`config.mk`:
```
export PLATFORM = sky130hd
export DESIGN_NAME = mul_seq_unit_flat
export DESIGN_NICKNAME = d
export VERILOG_FILES = /design/src/rtl/alu_pkg.sv /design/src/rtl/mul_seq_unit_if.sv /design/src/rtl/mul_seq_unit.sv /design/src/flat_wrapper.sv
export SDC_FILE = /design/constraint.sdc
export NUM_CORES = 1
export LEC_CHECK = 0
export BUFFER_PORTS_ARGS = -buffer_cell sky130_fd_sc_hd__buf_4
export CAP_MARGIN = 10
export CORE_MARGIN = 2
export CORE_UTILIZATION = 58
export DETAILED_ROUTE_END_ITERATION = 12
export GPL_ROUTABILITY_DRIVEN = 0
export PLACE_DENSITY = 0.81
export REMOVE_ABC_BUFFERS = 1
export SYNTH_ARGS = -nofsm -noshare
export SYNTH_HDL_FRONTEND = slang
export SYNTH_SLANG_ARGS = --single-unit
export TNS_END_PERCENT = 1
```
`constraint.sdc`:
```
create_clock -name clk -period 4.58 [get_ports clk]
set_input_delay 0.229 -clock clk [delete_from_list [all_inputs] [get_ports clk]]
set_output_delay 0.229 -clock clk [all_outputs]
set_load 0.05 [all_outputs]
```
`src/rtl/alu_pkg.sv`:
```
// Shared ALU definitions: decoder control codes and the multiplier FSM state type.
package alu_pkg;

    localparam logic [3:0] ALU_ADD  = 4'b0000;
    localparam logic [3:0] ALU_SUB  = 4'b0001;
    localparam logic [3:0] ALU_AND  = 4'b0010;
    localparam logic [3:0] ALU_OR   = 4'b0011;
    localparam logic [3:0] ALU_XOR  = 4'b0100;
    localparam logic [3:0] ALU_SLT  = 4'b1000;
    localparam logic [3:0] ALU_SLTU = 4'b1001;
    localparam logic [3:0] ALU_MUL  = 4'b1010;
    localparam logic [3:0] ALU_LUI  = 4'b1111;

    typedef enum logic [1:0] {
        IDLE = 2'd0,
        RUN  = 2'd1,
        DONE = 2'd2
    } mul_state_t;

endpackage

```
`src/rtl/mul_seq_unit_if.sv`:
```
// Execute-stage multiplier bus: operands and op code in, stall/done/result out.
interface mul_seq_unit_if #(
    parameter int WIDTH = 32
);
    logic [3:0]       ALUControl;
    logic [WIDTH-1:0] SrcA;
    logic [WIDTH-1:0] SrcB;
    logic             flush;
    logic             MulStall;
    logic             MulDone;
    logic [WIDTH-1:0] MulResult;
    logic             Busy;

    // Pipeline side: drives the operation, observes stall and result.
    modport master (
        output ALUControl, SrcA, SrcB, flush,
        input  MulStall, MulDone, MulResult, Busy
    );

    // Multiplier side.
    modport slave (
        input  ALUControl, SrcA, SrcB, flush,
        output MulStall, MulDone, MulResult, Busy
    );
endinterface

```
`src/rtl/mul_seq_unit.sv`:
```
// Iterative radix-2 shift-add multiplier for the Execute stage.
// Keeps the low WIDTH bits of the product (RV32M MUL); stalls the pipe while iterating.
//
// state | meaning
// IDLE  | waiting; a MUL code without flush stalls and starts this cycle
// RUN   | one multiplier bit consumed per cycle, pipeline held
// DONE  | result valid for one cycle, pipeline released
module mul_seq_unit
    import alu_pkg::*;
#(
    parameter int WIDTH      = 32,
    parameter bit EARLY_EXIT = 1'b0
) (
    input logic          clk,
    input logic          rst,
    mul_seq_unit_if.slave bus
);

    localparam int CW = $clog2(WIDTH + 1);

    mul_state_t       state;
    mul_state_t       state_nxt;
    logic [WIDTH-1:0] acc;
    logic [WIDTH-1:0] mcand;
    logic [WIDTH-1:0] mplier;
    logic [CW-1:0]    count;
    logic [WIDTH-1:0] result;

    logic             is_mul;
    logic [WIDTH-1:0] acc_add;
    logic [WIDTH-1:0] mplier_shr;
    logic             last_step;

    assign is_mul     = (bus.ALUControl == ALU_MUL) && !bus.flush;
    assign acc_add    = mplier[0] ? (acc + mcand) : acc;
    assign mplier_shr = mplier >> 1;
    assign last_step  = (count == CW'(1)) || (EARLY_EXIT && (mplier_shr == '0));

    // State register.
    always_ff @(posedge clk or posedge rst) begin
        if (rst) begin
            state <= IDLE;
        end else begin
            state <= state_nxt;
        end
    end

    // Next-state and handshake outputs; rst gates outputs so they drop at once.
    always_comb begin
        state_nxt    = state;
        bus.MulStall = 1'b0;
        bus.MulDone  = 1'b0;
        bus.Busy     = 1'b0;
        unique case (state)
            IDLE: begin
                bus.MulStall = is_mul && !rst;
                if (is_mul) begin
                    state_nxt = RUN;
                end
            end
            RUN: begin
                bus.MulStall = !rst;
                bus.Busy     = !rst;
                if (bus.flush) begin
                    state_nxt = IDLE;
                end else if (last_step) begin
                    state_nxt = DONE;
                end
            end
            DONE: begin
                // The MUL still on ALUControl here is the one just finished.
                bus.MulDone = !bus.flush && !rst;
                state_nxt   = IDLE;
            end
            default: begin
                state_nxt = IDLE;
            end
        endcase
    end

    // Datapath: operand capture, shift-add iteration and result latch.
    always_ff @(posedge clk or posedge rst) begin
        if (rst) begin
            acc    <= '0;
            mcand  <= '0;
            mplier <= '0;
            count  <= '0;
            result <= '0;
        end else begin
            unique case (state)
                IDLE: begin
                    if (is_mul) begin
                        acc    <= '0;
                        mcand  <= bus.SrcA;
                        mplier <= bus.SrcB;
                        count  <= CW'(WIDTH);
                    end
                end
                RUN: begin
                    // A flushed operation leaves the previous result visible.
                    if (!bus.flush) begin
                        acc    <= acc_add;
                        mcand  <= mcand << 1;
                        mplier <= mplier_shr;
                        count  <= count - CW'(1);
                        if (last_step) begin
                            result <= acc_add;
                        end
                    end
                end
                default: begin
                end
            endcase
        end
    end

    assign bus.MulResult = result;

endmodule

```
`src/flat_wrapper.sv`:
```
// flat-port wrapper written by rule: the top's interface ports become plain ports
module mul_seq_unit_flat import alu_pkg::*;
#(
    parameter int WIDTH      = 32,
    parameter bit EARLY_EXIT = 1'b0
)
  (clk, rst, bus_ALUControl, bus_SrcA, bus_SrcB, bus_flush, bus_MulStall, bus_MulDone, bus_MulResult, bus_Busy);
  mul_seq_unit_if #(.WIDTH(WIDTH)) bus_i ();
  input logic clk;
  input logic rst;
  input wire logic [$bits(bus_i.ALUControl)-1:0] bus_ALUControl;
  input wire logic [$bits(bus_i.SrcA)-1:0] bus_SrcA;
  input wire logic [$bits(bus_i.SrcB)-1:0] bus_SrcB;
  input wire logic [$bits(bus_i.flush)-1:0] bus_flush;
  output wire logic [$bits(bus_i.MulStall)-1:0] bus_MulStall;
  output wire logic [$bits(bus_i.MulDone)-1:0] bus_MulDone;
  output wire logic [$bits(bus_i.MulResult)-1:0] bus_MulResult;
  output wire logic [$bits(bus_i.Busy)-1:0] bus_Busy;
  assign bus_i.ALUControl = bus_ALUControl;
  assign bus_i.SrcA = bus_SrcA;
  assign bus_i.SrcB = bus_SrcB;
  assign bus_i.flush = bus_flush;
  assign bus_MulStall = bus_i.MulStall;
  assign bus_MulDone = bus_i.MulDone;
  assign bus_MulResult = bus_i.MulResult;
  assign bus_Busy = bus_i.Busy;
  mul_seq_unit #(.WIDTH(WIDTH), .EARLY_EXIT(EARLY_EXIT)) u_core (.clk(clk), .rst(rst), .bus(bus_i));
endmodule
```
; ---- Yosys cells after proc, flatten, opt, wreduce, memory -nomap -nowiden
; Cells that the tools add are included.
; Widths: inputs -> output; s select.
[totals]
register_bits = 136
inputBits = 71
output_inout_bits = 35
word_cells = 46
[op_classes]
n_addsub = 2
eq_ne = 7
mux = 20
bitwise = 1
reduce_logical = 10
[ops]
columns = operator, count
row1 = $mux 32, 7
row2 = $pmux 32 s2, 3
row3 = $add 32x32->32, 1
row4 = $mux 6, 2
row5 = $pmux 6 s2, 1
row6 = $eq 6x1->1 const B, 1
row7 = $mux 2, 3
row8 = $reduce_and 3->1, 2
row9 = $sub 6x1->6 const B, 1
row10 = $eq 4x4->1 const B, 1
row11 = $pmux 2 s2, 1
row12 = $logic_and 1x1->1, 3
row13 = $ne 3x2->1 const B, 1
row14 = $eq 2x1->1 const B, 1
row15 = $eq 2x2->1 const B, 1
row16 = $logic_not 1->1, 2
row17 = $logic_not 2->1, 1
row18 = $mux 1, 2
row19 = $ne 2x1->1 const B, 1
row20 = $ne 2x2->1 const B, 1
row21 = $pmux 1 s2, 1
row22 = $reduce_and 2->1, 1
row23 = $reduce_bool 2->1, 1
row24 = $not 1->1, 1

; ---- Longest topological paths before layout
[logic_depth]
ltp_word = 4
ltp_mapped = 11
ltp_nobuf = 11

; ---- Least setup slack after synthesis
; Ideal clock, no wire load.
[synth_path]
kind = reg2reg
startpoint = register u_core.mcand[0]
endpoint = register u_core.result[24], in the netlist u_core.bus.MulResult[24]
setup_time_ps = 125
t_arrival_ps = 2539
required_ps = 4455
slack_ps = 1916
path_stages_with_launch = 12
path_buffers = 0
period_less_slack_ps = 2664
cell_sequence = dfrtp_1 -> ha_1 -> fa_1 -> a21oi_1 -> o211ai_1 -> a31oi_1 -> nor4_2 -> o21ai_0 -> a21oi_1 -> xnor2_1 -> mux2i_1 -> mux2_2
[synth_via]
elab_chain_cells = 2
[synth_lines]
columns = element, line
row1 = start: declaration, mul_seq_unit.sv:24  ; logic [WIDTH-1:0] mcand;
row2 = start signal: assignment, mul_seq_unit.sv:94  ; mcand <= bus.SrcA;
row3 = start signal: assignment, mul_seq_unit.sv:103  ; mcand <= mcand << 1;
row4 = $add 32x32->32, mul_seq_unit.sv:35  ; assign acc_add = mplier[0] ? (acc + mcand) : acc;
row5 = $mux 32, mul_seq_unit.sv:35
row6 = end signal: assignment, mul_seq_unit.sv:88  ; result <= '0;
row7 = end signal: assignment, mul_seq_unit.sv:107  ; result <= acc_add;
row8 = end: declaration, mul_seq_unit.sv:27  ; logic [WIDTH-1:0] result;
; Every way passes these cells.
; A chain may end at the register's enable or synchronous reset.

; ---- Final worst setup path
[layout_path]
startpoint = register u_core.mcand[0]
endpoint = register u_core.acc[30]
[layout_via]
elab_chain_cells = 4
[layout_lines]
columns = element, line
row1 = $add 32x32->32, mul_seq_unit.sv:35
row2 = $mux 32, mul_seq_unit.sv:35
row3 = $mux 32, mul_seq_unit.sv:101  ; if (!bus.flush) begin
row4 = $pmux 32 s2, mul_seq_unit.sv:90  ; unique case (state)
row5 = end signal: assignment, mul_seq_unit.sv:84  ; acc <= '0;
row6 = end signal: assignment, mul_seq_unit.sv:93  ; acc <= '0;
row7 = end signal: assignment, mul_seq_unit.sv:102  ; acc <= acc_add;
row8 = end: declaration, mul_seq_unit.sv:23  ; logic [WIDTH-1:0] acc;
; Every way passes these cells. The select of a mux whose other input is x is not followed.

==> run summary <==
Area of the multi-input gates = 3880 um^2
First DRT Iteration DRCs = 374
Row count = 41
Ports = 106
Syn. warnings = 0
Main area contributors after synthesis = dfrtp_1 45%, mux2i_1 11%, a21oi_1 5.7%
Num CTS Buffers = 17
Clock power share = 25.0%
Routed vias = 6189
Worst IR Drop VDD = 0.000369 V
Syn Std Cell Area = 7510 um^2
Avg Cell Area, Syn = 9.49 um^2
Post-synth EDFFs = 0
Register area = 3400 um^2
Reg power frac = 31.7%
Max FO, Critical Path = 3
Nets = 987
H-tree depth = 4
Unrepaired setup endpoints after global routing = no
Routed Antenna Nets = 0
Slew @ Worst Pin = 1.21 ns
Final Hold Fails = 0
Clock slew seen by the registers of the worst setup and hold paths = 0.05 ns
Period utilisation layout = 69.3%
Seq/Total Area, Yosys = 45.3%
First-pass GRT wire length = 29700 um
WL/cell = 16.6 um
CTS Sinks = 136
Startpoint Class = flop
Synth area leader = dfrtp_1
DIE HEIGHT = 118 um
Die Wd = 118 um
Max-cap viol count = 0
FF+latch count, synth = 136
HP Class = input port to flop
Routed metal-1 wirelength = 7530 um
Pins Over Slew Limit = 0
Core box area = 12600 um^2
Top layer in use = met4
Root buffer cell = clkbuf_16
Met3 wire length = 806 um
Final setup vio count = 0
Status = complete, no violations
HPWL reported at the end of detailed placement = 11800 um
Cell internal pwr = 3.57 mW
Power Density = 642 nW/um^2
Critical path arrival = 3.43 ns
Clock skew = 0.00747 ns
Total grt overflow = 0
Minimum clock period = 3.18 ns
Unique masters post-synth = 54
DRC viols = 0
Met2 wire len = 9020 um
Pre-CTS setup slack = 1.49 ns
WS Path Type = flop to flop
Via density = 5.80
Top cell type's share of synthesized area = 45.3%
Required @ worst endpoint = 4.83 ns
Mapped Cells = 792
Final worst setup slack = 1.40 ns
Hold slack = 0.00815 ns
Switching power share of the total = 38.5%
Post-synthesis async set-or-reset flop share = 100%
Initial core utilization = 59.5%
NetSw = 2.24 mW
Setup Fix Bufs, Post-CTS = 0
Static leakage = 4.68 nW
Synth Flop Type = dfrtp_1
Die ar. = 13900 um^2
Total GRT Usage = 26.6%
# diodes = 0
# port buffers = 105
Worst slew margin = 19.0%
DRT Pass-1 Iters = 5
Layout cell share with drive strength beyond 1 = 18.2%
Gate power share = 43.4%
Crit. End Element = flop
Clock Latency Late Sink = 0.43 ns
Vias in the first global route = 6177
Fmax = 315 MHz
Syn-to-layout area delta = 20.5%
Initial antenna violation count = 0
Max Buffers Root-to-Sink = 2
Routed wire length = 17700 um
Fill count = 952
Largest net degree at the start of global routing = 96
TritonCTS clock tree = yes
-- cells in the final DEF (no fill, tap or decap), drive strengths merged, types with 2 or more instances in the layout --
| cell | instances |
|---|---|
| nor3 | 6 |
| o211ai | 4 |
| and2 | 2 |
| mux2 | 6 |
| inv | 22 |
| or3 | 4 |
| buf | 112 |
| xnor2 | 21 |
| mux2i | 87 |
| bufinv | 4 |
| clkbuf | 23 |
| o21ai | 55 |
| or2 | 5 |
| xor2 | 9 |
| and3 | 3 |
| clkinv | 5 |
| o21bai | 4 |
| o22ai | 12 |
| nand3 | 12 |
| ha | 33 |
| nand2b | 6 |
| a22o | 8 |
| nor2 | 87 |
| nor4 | 3 |
| a211oi | 3 |
| a21o | 13 |
| nor2b | 4 |
| nand2 | 87 |
| a21oi | 87 |
| nor3b | 7 |
| dfrtp | 136 |
| a31oi | 7 |
-- critical path, stage by stage (launching register included) --
cell and delay, ns:
dfrtp_1 0.39, ha_1 0.23, fa_1 0.41, a21oi_1 0.30, o211ai_1 0.14, a31oi_1 0.40
nor4_2 0.13, o211ai_1 0.19, nand3b_1 0.15, a221oi_1 0.35, xor2_1 0.20, o21ai_0 0.12
-- cell families (layout without fill, tap and decap cells) --
family,after synthesis,in the layout,synth area share [%]
buffers and inverters,64,167,3.31
AOI/OAI and AO/OA,206,206,16.2
muxes,93,93,12.7
and+or+nand+nor,229,229,13.3
adders and majority gates,34,34,5.76
DFF,136,136,45.3
xor gates and xnor gates,30,30,3.50
-- layout make-up --
type | count | area share [%]
multi-input combinational | 592 | 42.8
tap | 172 | 2.38
sequential | 136 | 37.6
timing repair buffer | 113 | 9.40
inverter | 22 | 0.940
clock buffer | 23 | 5.28
clock inverter | 9 | 1.60
-- power groups by stage --
stage	clock network, mW	registers, mW	logic, mW
2_1_floorplan	0	1.92	1.82
3_3_place_gp	0	1.82	2.35
3_5_place_dp	0	1.85	2.46
4_1_cts	1.46	1.84	2.50
5_1_grt	1.52	1.89	2.79
6_report	1.45	1.84	2.52
-- routing by layer --
| layer | track usage [%] | up-vias |
|---|---|---|
| li1 | - | 2974 |
| met1 | 33.5 | 2996 |
| met2 | 44.8 | 183 |
| met3 | 5.14 | 36 |
| met4 | 11.4 | 0 |
| met5 | 0 | - |
-- final timing paths --
kind | start | endpoint | slack, ns | depth (start not counted)
setup / recovery | u_core.mcand[0] | u_core.acc[30] | 1.40 | 11
hold / removal | bus_SrcA[0] | u_core.mcand[0] | 0.008 | 3
setup reg to reg | u_core.mcand[0] | u_core.acc[30] | 1.40 | 11
hold reg to reg | u_core.bus.MulResult[9] | u_core.bus.MulResult[9] | 0.48 | 2
max in group asynchronous | rst | u_core.mplier[0] | 3.08 | 4
min in group asynchronous | rst | u_core.bus.MulResult[10] | 0.45 | 3
-- Yosys cell counts, types with 2 or more instances --
| cell type | instances |
|---|---|
| a21oi_1 | 86 |
| nor2b_1 | 4 |
| a22o_1 | 8 |
| o21ai_1 | 4 |
| nor4_1 | 2 |
| and3_1 | 3 |
| mux2_2 | 6 |
| ha_1 | 33 |
| a31oi_1 | 7 |
| nor3_1 | 6 |
| nand2b_1 | 6 |
| or2_2 | 5 |
| or3_1 | 4 |
| buf_1 | 2 |
| a211oi_1 | 3 |
| buf_2 | 6 |
| a21o_1 | 13 |
| clkbuf_1 | 33 |
| o21ai_0 | 51 |
| nor2_1 | 87 |
| nand2_1 | 87 |
| o22ai_1 | 12 |
| o211ai_1 | 3 |
| nand3_1 | 12 |
| nor3b_1 | 7 |
| xor2_1 | 9 |
| dfrtp_1 | 136 |
| and2_1 | 2 |
| mux2i_1 | 86 |
| o21bai_1 | 4 |
| inv_1 | 22 |
| xnor2_1 | 21 |
-- per-stage QoR --
step | cells | power [mW] | utilization (%) | setup TNS, ns | area, um^2
after floorplan | 750 | 3.73 | - | -1.20 | 7350
after CTS | 1067 | 5.80 | 71.8 | 0 | 9050
after detailed placement | 1034 | 4.31 | 66.7 | 0 | 8420
after global routing | 1067 | 6.20 | 71.8 | 0 | 9050
after global placement | 1034 | 4.18 | 66.7 | 0 | 8420
final | 1067 | 5.81 | 71.8 | 0 | 9050
-- flip-flops by register name (all words and copies together) (netlist names) --
name,flops
u_core.acc,32
u_core.bus.MulResult,32
u_core.count,6
u_core.mcand,32
u_core.mplier,32
u_core.state,2
-- timing repair --
action / CTS / global route
hold buffers: 1 / 0
hold endpoints to repair: 45 / 0
gates resized for setup: 0 / 0
No activity file was read; power rests on OpenSTA's default activity.
